$ cat config.mk
export PLATFORM = sky130hd
export DESIGN_NAME = step_clock_gen_flat
export DESIGN_NICKNAME = d
export VERILOG_FILES = /design/src/rtl/step_clock_gen_if.sv /design/src/rtl/step_clock_gen.sv /design/src/flat_wrapper.sv
export SDC_FILE = /design/constraint.sdc
export NUM_CORES = 1
export LEC_CHECK = 0
export BUFFER_PORTS_ARGS = -buffer_cell sky130_fd_sc_hd__buf_2
export CAP_MARGIN = 25
export CELL_PAD_IN_SITES_DETAIL_PLACEMENT = 1
export CELL_PAD_IN_SITES_GLOBAL_PLACEMENT = 1
export CORE_MARGIN = 4
export CORE_UTILIZATION = 35
export DETAILED_ROUTE_END_ITERATION = 16
export PLACE_DENSITY = 0.65
export SYNTH_ARGS = -nofsm -noshare
export SYNTH_HDL_FRONTEND = slang
export SYNTH_SLANG_ARGS = --single-unit
$ cat constraint.sdc
create_clock -name clk -period 7.7 [get_ports clk]
set_input_delay 0.385 -clock clk [delete_from_list [all_inputs] [get_ports clk]]
set_output_delay 0.385 -clock clk [all_outputs]
set_load 0.01 [all_outputs]
$ cat src/rtl/step_clock_gen_if.sv
// Bundles the step-clock generator's button/mode inputs and CPU-facing outputs.
// The master side drives the controls; the slave side is the generator.
interface step_clock_gen_if #(
    parameter int CNT_W = 32
) ();
    logic             btn;
    logic             run_mode;
    logic             halt_req;
    logic             step_pulse;
    logic             btn_level;
    logic [1:0]       mode_state;
    logic [CNT_W-1:0] step_count;

    modport master (
        output btn,
        output run_mode,
        output halt_req,
        input  step_pulse,
        input  btn_level,
        input  mode_state,
        input  step_count
    );

    modport slave (
        input  btn,
        input  run_mode,
        input  halt_req,
        output step_pulse,
        output btn_level,
        output mode_state,
        output step_count
    );
endinterface

$ cat src/rtl/step_clock_gen.sv
// CPU step-clock source: synchronized, debounced step button driving single
// steps, or a free-running divided strobe with press-to-pause.
module step_clock_gen #(
    parameter int DB_LIMIT = 1000000,
    parameter int RUN_DIV  = 50000000,
    parameter int CNT_W    = 32
) (
    input  logic            clk,
    input  logic            rst,
    step_clock_gen_if.slave bus
);
    localparam int DB_W  = $clog2(DB_LIMIT);
    localparam int DIV_W = $clog2(RUN_DIV);
    localparam logic [DB_W-1:0]  DB_LAST  = DB_W'(DB_LIMIT - 1);
    localparam logic [DIV_W-1:0] DIV_LAST = DIV_W'(RUN_DIV - 1);

    typedef enum logic [1:0] {
        ST_STEP  = 2'b00,
        ST_RUN   = 2'b01,
        ST_PAUSE = 2'b10
    } mode_e;

    logic [1:0] async_in;
    logic [1:0] sync_vec;
    logic       sync_btn;
    logic       sync_run;

    assign async_in = {bus.run_mode, bus.btn};

    for (genvar gi = 0; gi < 2; gi++) begin : g_sync
        logic s1_d, s1_q, s2_d, s2_q;

        always_comb begin
            s1_d = async_in[gi];
            s2_d = s1_q;
        end

        always_ff @(posedge clk) begin
            if (rst) begin
                s1_q <= 1'b0;
                s2_q <= 1'b0;
            end else begin
                s1_q <= s1_d;
                s2_q <= s2_d;
            end
        end

        assign sync_vec[gi] = s2_q;
    end

    assign sync_btn = sync_vec[0];
    assign sync_run = sync_vec[1];

    logic [DB_W-1:0]  db_cnt_d, db_cnt_q;
    logic             btn_level_d, btn_level_q;
    logic             btn_prev_d, btn_prev_q;
    logic             press;
    mode_e            state_d, state_q;
    logic [DIV_W-1:0] div_d, div_q;
    logic             pulse_raw;
    logic             step_pulse_d, step_pulse_q;
    logic [CNT_W-1:0] step_count_d, step_count_q;

    // The level only moves after DB_LIMIT consecutive disagreeing samples.
    always_comb begin
        db_cnt_d    = '0;
        btn_level_d = btn_level_q;
        if (sync_btn != btn_level_q) begin
            if (db_cnt_q == DB_LAST) begin
                btn_level_d = sync_btn;
            end else begin
                db_cnt_d = db_cnt_q + DB_W'(1);
            end
        end
        btn_prev_d = btn_level_q;
    end

    assign press = btn_level_q & ~btn_prev_q;

    // Mode-switch checks come first so a coincident press is discarded.
    always_comb begin
        state_d   = state_q;
        div_d     = div_q;
        pulse_raw = 1'b0;
        case (state_q)
            ST_STEP: begin
                div_d = '0;
                if (sync_run) begin
                    state_d = ST_RUN;
                end else if (press) begin
                    pulse_raw = 1'b1;
                end
            end
            ST_RUN: begin
                if (!sync_run) begin
                    state_d = ST_STEP;
                    div_d   = '0;
                end else if (press) begin
                    state_d = ST_PAUSE;
                end else if (div_q == DIV_LAST) begin
                    div_d     = '0;
                    pulse_raw = 1'b1;
                end else begin
                    div_d = div_q + DIV_W'(1);
                end
            end
            ST_PAUSE: begin
                if (!sync_run) begin
                    state_d = ST_STEP;
                    div_d   = '0;
                end else if (press) begin
                    state_d = ST_RUN;
                end
            end
            default: begin
                state_d = ST_STEP;
                div_d   = '0;
            end
        endcase
        // Halt drops the strobe but leaves the divider phase untouched.
        step_pulse_d = pulse_raw & ~bus.halt_req;
        step_count_d = step_count_q + CNT_W'(step_pulse_d);
    end

    always_ff @(posedge clk) begin
        if (rst) begin
            db_cnt_q     <= '0;
            btn_level_q  <= 1'b0;
            btn_prev_q   <= 1'b0;
            state_q      <= ST_STEP;
            div_q        <= '0;
            step_pulse_q <= 1'b0;
            step_count_q <= '0;
        end else begin
            db_cnt_q     <= db_cnt_d;
            btn_level_q  <= btn_level_d;
            btn_prev_q   <= btn_prev_d;
            state_q      <= state_d;
            div_q        <= div_d;
            step_pulse_q <= step_pulse_d;
            step_count_q <= step_count_d;
        end
    end

    assign bus.step_pulse = step_pulse_q;
    assign bus.btn_level  = btn_level_q;
    assign bus.mode_state = state_q;
    assign bus.step_count = step_count_q;
endmodule

$ cat src/flat_wrapper.sv
// flat-port wrapper written by rule: the top's interface ports become plain ports
module step_clock_gen_flat 
#(
    parameter int DB_LIMIT = 1000000,
    parameter int RUN_DIV  = 50000000,
    parameter int CNT_W    = 32
)
  (clk, rst, bus_btn, bus_run_mode, bus_halt_req, bus_step_pulse, bus_btn_level, bus_mode_state, bus_step_count);
  step_clock_gen_if #(.CNT_W(CNT_W)) bus_i ();
  input  logic clk;
  input  logic rst;
  input wire logic [$bits(bus_i.btn)-1:0] bus_btn;
  input wire logic [$bits(bus_i.run_mode)-1:0] bus_run_mode;
  input wire logic [$bits(bus_i.halt_req)-1:0] bus_halt_req;
  output wire logic [$bits(bus_i.step_pulse)-1:0] bus_step_pulse;
  output wire logic [$bits(bus_i.btn_level)-1:0] bus_btn_level;
  output wire logic [$bits(bus_i.mode_state)-1:0] bus_mode_state;
  output wire logic [$bits(bus_i.step_count)-1:0] bus_step_count;
  assign bus_i.btn = bus_btn;
  assign bus_i.run_mode = bus_run_mode;
  assign bus_i.halt_req = bus_halt_req;
  assign bus_step_pulse = bus_i.step_pulse;
  assign bus_btn_level = bus_i.btn_level;
  assign bus_mode_state = bus_i.mode_state;
  assign bus_step_count = bus_i.step_count;
  step_clock_gen #(.DB_LIMIT(DB_LIMIT), .RUN_DIV(RUN_DIV), .CNT_W(CNT_W)) u_core (.clk(clk), .rst(rst), .bus(bus_i));
endmodule
==> results_dict.tcl <==
set metrics [dict create \
    status "complete, no violations" \
    peakVddDrop_uv 142 \
    synth-edff-count 0 \
    yosys-top-cells-area "dfxtp_1, xnor2_1, nor2_1, xor2_1, nand3_1" \
    die_h_um 114 \
    cp.required_ps 8000 \
    critPathArrivalTime_ps 4060 \
    syn_area_um2 3910 \
    path_max_fanout 8 \
    max_cap_viol_count 0 \
    die_area_um2 12900 \
    cts_max_level 3 \
    critPathKind "reg -> reg" \
    grt_pass1_vias 3350 \
    post-route-util_pct 40.9 \
    synth_compound_area_share_pct 5.63 \
    yosysWarnings 0 \
    start_kind "flop" \
    setup_viol_count_final 0 \
    cp_num_buf_inv 0 \
    clock_sinks 87 \
    syn_inst 452 \
    yosys.area.top_type "dfxtp_1" \
    ys.flop_type "dfxtp_1" \
    antenna_found_initial 0 \
    postCtsSetupBuffers 0 \
    synth-adder-area-share_pct 1.28 \
    synth_top_area_share_pct 44.5 \
    syn_nets 461 \
    drt_iter0_drc 127 \
    synth_top_family_by_area "simple AND/OR/NAND/NOR gates" \
    critical-path-max-stage-delay_ps 560 \
    synth_mux_area_share_pct 0 \
    multiInputGateArea_um2 2070 \
    synth_seq_cells 87 \
    coreArea_um2 10900 \
    worst-slew-pin-transition_ps 942 \
    cp_common_cell "nor2_1" \
    seq_area_um2 1740 \
    hold_path.class "in -> reg" \
    cpLargestDelayFamily "simple AND/OR/NAND/NOR gates" \
    insertion_delay_ps 370 \
    hold-worst-slack_ps 196 \
    wl_um 9190 \
    critical_path.endpoint_type "flop" \
    powerDensity_nw_per_um2 189 \
    numCtsBuffers 9 \
    grt_max_degree 50 \
    maxSlewHeadroom_pct 37.2 \
    hold_viol_final 0 \
    start_util_pct 35.9 \
    clock_skew_ps 7.82 \
    cp_slowest_cell "or4_4" \
    rsz0062_at_grt "no" \
    drive_gt1_share_pct 13.8 \
    nets 498 \
    grt_usage_pct 15.3 \
    synthArstFlopShare_pct 0 \
    ctsHoldBuffers 0 \
    cts_resized 0 \
    clkSlewWorstSetupHoldPaths_ps 90 \
    grt-ovfl-total 0 \
    maxSlewViolCount 0 \
    dp_hpwl_um 6450 \
    num_antenna_cells 0 \
    yosysUniqueCellTypes 44 \
    rrSetupSlack_ps 3940 \
    dr.pass1.iters 4 \
    io_buffers 40 \
    avgSynthCellArea_um2 8.65 \
    synth_xor_area_share_pct 13.7 \
    gp_congestion 0.780 \
    drcViolationCount 0 \
    vias 3273 \
    die_x_um 114 \
    ctsRootBufferMaster "clkbuf_8" \
    fill_cells 1285 \
    cts_buffer_depth 2 \
    rows 38 \
    design_area_um2 4460 \
    ant_nets 0 \
    synth-simple-area-share_pct 32.4 \
    fin_crit_sh_pct 48.9 \
    fin_setup_tns_ps 0 \
    io_pins 41 \
    avgViaCountPerCell 5.16 \
    grt_pass1_wl_um 16000 \
    max_freq_mhz 266 \
    synth-seq-area-share_pct 44.5 \
    placed_area_um2 4220 \
    area_growth_pct 14.0 \
    routedWlPerCell_um 14.5 \
    crit_chain "or4_1 -> or4_4 -> nor4_1 -> nor2_1 -> nor3_1 -> ha_1 -> nand2_1 -> nor2_1 -> nand4_1 -> or3_1 -> a21oi_1" \
    final.min_clock_period_ps 3760 \
    p_leak_nw 1.48 \
    cts_tree "done" \
]
## area by class of cell
cell class	instances	area share, %
Sequential cell	87	39.1
Timing Repair Buffer	41	4.60
Clock buffer	11	2.95
Multi-Input combinational cell	343	46.5
Clock inverter	5	2.39
Inverter	7	0.590
Tap cell	140	3.93
## metrics by stage
| step | power, mW | setup WS [ps] | instances |
|---|---|---|---|
| after floorplan | 0.468 | 4420 | 452 |
| after global placement | 0.470 | 3810 | 617 |
| after detailed placement | 0.471 | 3940 | 618 |
| after CTS | 0.859 | 3920 | 634 |
| after global routing | 0.877 | 3520 | 634 |
| final | 0.844 | 3940 | 634 |
## layer usage
metal / GRT usage, % / share of wire, %
met5: 0 / 0
met4: 4.89 / 1.7
met3: 4.62 / 3.5
met1: 19.3 / 48
met2: 25.1 / 46
## registers in the layout, summed over array words and instances (netlist names)
register	flops
u_core.bus.step_count	32
u_core.div_q	26
u_core.db_cnt_q	20
u_core.bus.mode_state	2
u_core.g_sync.s1_q	2
u_core.g_sync.s2_q	2
u_core.btn_prev_q	1
u_core.bus.btn_level	1
u_core.bus.step_pulse	1
## synthesized netlist by cell type, types with 12 or more instances
library cell,n
dfxtp_1,87
xor2_1,29
a21oi_1,14
clkbuf_1,12
or3_1,12
xnor2_1,32
nand2_1,34
nand4_1,21
nor2_1,74
nand3_1,30
nor4_1,15
## logic make-up after synthesis
family / after synthesis
and+or+nand+nor: 243
xor gates and xnor gates: 61
DFF: 87
adders and majority gates: 4
AOI/OAI and AO/OA: 35
buffers and inverters: 22
## final timing paths
check                         endpoint                  start  depth (start not counted)
max          u_core.bus.step_count[31]       u_core.div_q[10]                         11
min reg2reg      u_core.g_sync[1].s2_q  u_core.g_sync[1].s1_q                          1
min              u_core.bus.step_pulse           bus_halt_req                          2
max reg2reg  u_core.bus.step_count[31]       u_core.div_q[10]                         11
## layout by cell type (no fill, tap or decap), types with 2 or more instances in the layout
cell        n
dfxtp_1    87
nor2_1     74
buf_2      41
nand2_1    34
xnor2_1    32
nand3_1    30
xor2_1     29
nand4_1    21
nor4_1     15
a21oi_1    14
or3_1      12
o21ai_0    11
nor3_1     11
clkbuf_8    9
and4_1      7
and3_1      7
inv_1       7
nor2b_1     7
nor4b_1     5
ha_1        4
nand2b_1    3
bufinv_16   3
and2_1      2
or4_1       2
or2_2       2
o21a_1      2
a21o_2      2
clkbuf_1    2
## where the power goes
part	leakage, nW	internal [mW]	total, mW	switching (mW)
clock	0.114	0.216	0.384	0.168
combinational	0.669	0.00203	0.00809	0.00605
sequential	0.701	0.451	0.452	0.000880
total	1.48	0.669	0.844	0.175
Note: power is estimated with default switching activity, not from simulation.
